$ cat src/rtl/pc_fetch.sv
`default_nettype none
// ============================================================================
// Module      : pc_fetch
// Description : Fetch-stage PC register and F-side bundle builder feeding the
//               F/D pipeline register (redirect, ERET, AdEL detection).
// Revision    : 1.0 - initial release
// ============================================================================
module pc_fetch #(
    parameter logic [31:0] RESET_PC   = 32'h0000_3000,
    parameter logic [31:0] HANDLER_PC = 32'h0000_4180,
    parameter logic [31:0] IM_LO      = 32'h0000_3000,
    parameter logic [31:0] IM_HI      = 32'h0000_6FFC,
    parameter logic [4:0]  EXC_ADEL   = 5'd4
) (
    input  logic        clk,
    input  logic        reset,
    input  logic        stall,
    input  logic        req,
    input  logic        D_eret,
    input  logic [31:0] EPC,
    input  logic        D_jump,
    input  logic        D_taken,
    input  logic [31:0] D_target,
    output logic [31:0] i_inst_addr,
    input  logic [31:0] i_inst_rdata,
    output logic [31:0] F_Ins,
    output logic [31:0] F_PCAddr,
    output logic [31:0] F_PCPlus4,
    output logic [4:0]  F_ExcCode,
    output logic        F_BD
);

    logic [31:0] r_pc;
    logic [31:0] w_pc_plus4;
    logic        w_adel;

    assign w_pc_plus4 = r_pc + 32'd4;
    assign w_adel     = (r_pc[1:0] != 2'b00) || (r_pc < IM_LO) || (r_pc > IM_HI);

    // req outranks stall so the PC and the F/D nop injection land on the same edge
    always_ff @(posedge clk) begin
        if (reset) begin
            r_pc <= RESET_PC;
        end else if (req) begin
            r_pc <= HANDLER_PC;
        end else if (!stall) begin
            if (D_eret) begin
                r_pc <= EPC;
            end else if (D_jump && D_taken) begin
                r_pc <= D_target;
            end else begin
                r_pc <= w_pc_plus4;
            end
        end
    end

    // ERET has no delay slot: the wrong-path fetch becomes a nop and never faults
    always_comb begin
        F_Ins     = i_inst_rdata;
        F_ExcCode = 5'd0;
        if (D_eret) begin
            F_Ins     = 32'd0;
            F_ExcCode = 5'd0;
        end else if (w_adel) begin
            F_Ins     = 32'd0;
            F_ExcCode = EXC_ADEL;
        end
    end

    assign i_inst_addr = r_pc;
    assign F_PCAddr    = r_pc;
    assign F_PCPlus4   = w_pc_plus4;
    assign F_BD        = D_jump;

endmodule
`default_nettype wire

$ cat config.mk
export PLATFORM = sky130hd
export DESIGN_NAME = pc_fetch
export DESIGN_NICKNAME = d
export VERILOG_FILES = /design/src/rtl/pc_fetch.sv
export SDC_FILE = /design/constraint.sdc
export NUM_CORES = 1
export LEC_CHECK = 0
export BUFFER_PORTS_ARGS = -buffer_cell sky130_fd_sc_hd__buf_2
export CORE_MARGIN = 2
export CORE_UTILIZATION = 41
export CTS_CLUSTER_SIZE = 16
export DETAILED_ROUTE_END_ITERATION = 10
export PLACE_DENSITY = 0.89
export SLEW_MARGIN = 20
export SYNTH_ARGS = -nofsm -noshare
export SYNTH_HDL_FRONTEND = slang
export SYNTH_SLANG_ARGS = --single-unit
$ cat constraint.sdc
create_clock -name clk -period 2.8 [get_ports clk]
set_input_delay 0.42 -clock clk [delete_from_list [all_inputs] [get_ports clk]]
set_output_delay 0.42 -clock clk [all_outputs]
set_load 0.02 [all_outputs]
==> metrics <==
Clock Sink Count 32; crit path max fanout 7; hpwl dp 9720 um; Clk pwr share 24.8%; vias per cell 5.80; CP top delay family simple AND/OR/NAND/NOR gates; via count 4,352; FF/Latch Area 648 sq um; hold_ws 0.402 ns; Total GRT Usage 28.5%; path type of the worst min-delay path input port to flip-flop; Root Buffer clkbuf_8; sequential fraction of design power 36.5%; input/output buffers 232; initial DRC count 323; pwr/cell area 320 nW/um^2; RSZ-0062 raised after global routing no; initial antenna violation count 0; status complete, no violations; first-pass GRT wire length 19,500 um; vias in the first global route 3,957; core box area 7650 sq um; TritonCTS clock tree built; Total Nets Final 752; Critical Path Source Type flip-flop; height of the die 92.3 um; Num CTS Buffers 5; largest net degree at the start of global routing 43; DR pass1 iterations 5; asr flop ratio synth 0%; Tmin final 2.70 ns; FP Rows 32; CP Buf/Inv Count 1; max reg flops 30; Worst-Margin Slew 0.645 ns; clock latency on the worst-skew pair 0.29 ns; htree depth 2; grt total ovfl 0; FF-to-FF Start F_PCAddr[3]; clock slew at the register clock pins of the worst setup and hold paths 0.07 ns; Worst path max stage delay 0.62 ns; Comb power frac 38.7%; hold_buf cts 0; sequential-to-total area share from yosys stat 20.0%; CP endpoint kind primary output; n_diodes 0; Distinct cells, synth 50; Filler Cell Count 766; crit path kind flip-flop to primary output; multi-input logic area 2140 sq um; Synth Register Bits 32; Peak VDD IR 0.165 mV; fmax 370 MHz; main flop type after synthesis dfxtp_1; post-route ant nets 0; GPL Wtd Cong 0.959; layout cells sized above 1 44.9%; Die W 92.3 um; Avg WL per Cell 17.5 um; die area 8520 sq um; worst setup path startpoint F_PCAddr[17]; final hold vios 0; Setup Skew 0.0112 ns; Post-Synthesis Cells 462; period utilisation layout 96.5%; mapped cell area 3200 sq um; CP max stage cell or4_4; P_sw 538 uW; CP arrival 2.28 ns; Internal 849 uW; Post-synth EDFFs 0; hold_sp reset; routed wire length 13,100 um; clock buffer depth 2; Max-Cap Viols 0; synth warn 0; CP Cell Sequence nand2_1, or4_4, o31a_1, or2_2, buf_2; setup TNS 0 ns; Max Slew Vio Count 0; Worst slew margin 56.6%; Area growth syn-to-layout 35.5%; leakage power figure 0.00231 uW; DRC viols 0; # IOs 237; final core utilization 56.7%; Avg Cell Area, Syn 6.92 sq um; Initial Util 41.8%; setup violators final 0; Data required, critical path 2.38 ns; Sw Ratio 38.8%
==> routing by layer <==
| layer | GRT usage [%] | routed length, um | vias up |
|---|---|---|---|
| li1 | - | - | 2027 |
| met1 | 35.9 | 5150 | 2012 |
| met2 | 48.9 | 6500 | 278 |
| met3 | 3.17 | 1090 | 35 |
| met4 | 12.7 | 365 | 0 |
| met5 | 0 | 0 | - |
==> area by class of cell <==
class                   instances  share of cell area [%]
multi-input cells             349                    49.3
repair buffers                253                    30.4
flip-flops and latches         32                    15.0
well taps                     102                    2.94
clock buffers                   6                    1.67
inverters                       7                   0.606
clock inverters                 1                   0.115
==> kinds of logic after synthesis <==
logic type | count (synthesis) | share of synthesized area, %
other | 1 | 0.117
AOI/OAI and AO/OA | 130 | 25.7
adders and majority gates | 1 | 0.391
xor gates and xnor gates | 18 | 4.93
buffers and inverters | 86 | 15.0
DFF | 32 | 20.0
and+or+nand+nor | 188 | 31.9
muxes | 6 | 1.88
==> cells in the mapped netlist (4+ instances only) <==
cell | count | area share (%)
nor2_1 | 25 | 2.9
nand2_1 | 41 | 4.8
o22ai_1 | 5 | 0.98
o221ai_1 | 9 | 2.5
o31a_1 | 13 | 3.6
mux2i_1 | 6 | 1.9
a21oi_1 | 56 | 8.8
nand4_1 | 8 | 1.6
o211ai_1 | 5 | 1.2
buf_4 | 39 | 9.2
xnor2_1 | 13 | 3.6
nor4_1 | 16 | 3.1
or2_2 | 12 | 2.3
a211oi_1 | 4 | 0.94
inv_1 | 7 | 0.82
xor2_1 | 5 | 1.4
a31oi_1 | 4 | 0.78
and3_1 | 36 | 7.0
o21ai_0 | 20 | 3.1
clkbuf_1 | 34 | 4.0
dfxtp_1 | 32 | 20
nand3_1 | 26 | 4.1
nor3_1 | 6 | 0.94
==> through the flow <==
stage	std cells	area [sq um]	setup slack, ns	total power [uW]
after floorplan	465	3210	0.209	850
after global placement	740	4200	0.260	1030
after detailed placement	740	4200	0.195	1040
after CTS	749	4310	0.00390	1380
after global routing	750	4330	0.00636	1440
final	750	4330	0.0989	1390
==> power groups by stage <==
stage                     registers, uW  clock network [uW]  logic [uW]
after floorplan                     534                   0         316
after global placement              511                   0         522
after detailed placement            513                   0         531
after CTS                           504                 347         533
after global routing                509                 362         573
final                               506                 344         536
==> final timing paths <==
path / cells after the start / endpoint / slack, ns
max: 5 / F_PCPlus4[28] / 0.1
min reg2reg: 2 / F_PCAddr[2] / 0.53
min: 2 / F_PCAddr[8] / 0.40
max reg2reg: 6 / F_PCAddr[14] / 0.57
==> placed cells by master (no fill, tap or decap), types with 5 or more instances in the layout <==
master	n
xnor2_1	13
and3_1	36
mux2i_1	6
a21oi_1	56
o211ai_1	5
clkbuf_8	5
o21ai_0	20
o22ai_1	5
nor4_1	15
buf_4	21
dfxtp_1	26
nor3_1	5
nand2_1	40
or2_2	12
inv_1	6
o31a_1	13
xor2_1	5
nand3_1	26
buf_2	232
nand4_1	8
nor2_1	25
o221ai_1	9
dfxtp_2	6
==> repair_timing <==
action                                  CTS  global route
buffers inserted                          0             1
pin swaps                                 1             1
cloned                                    2             0
endpoints found under the setup margin   11            11
resized for setup                         5             7
Note: power is estimated with default switching activity, not from simulation.
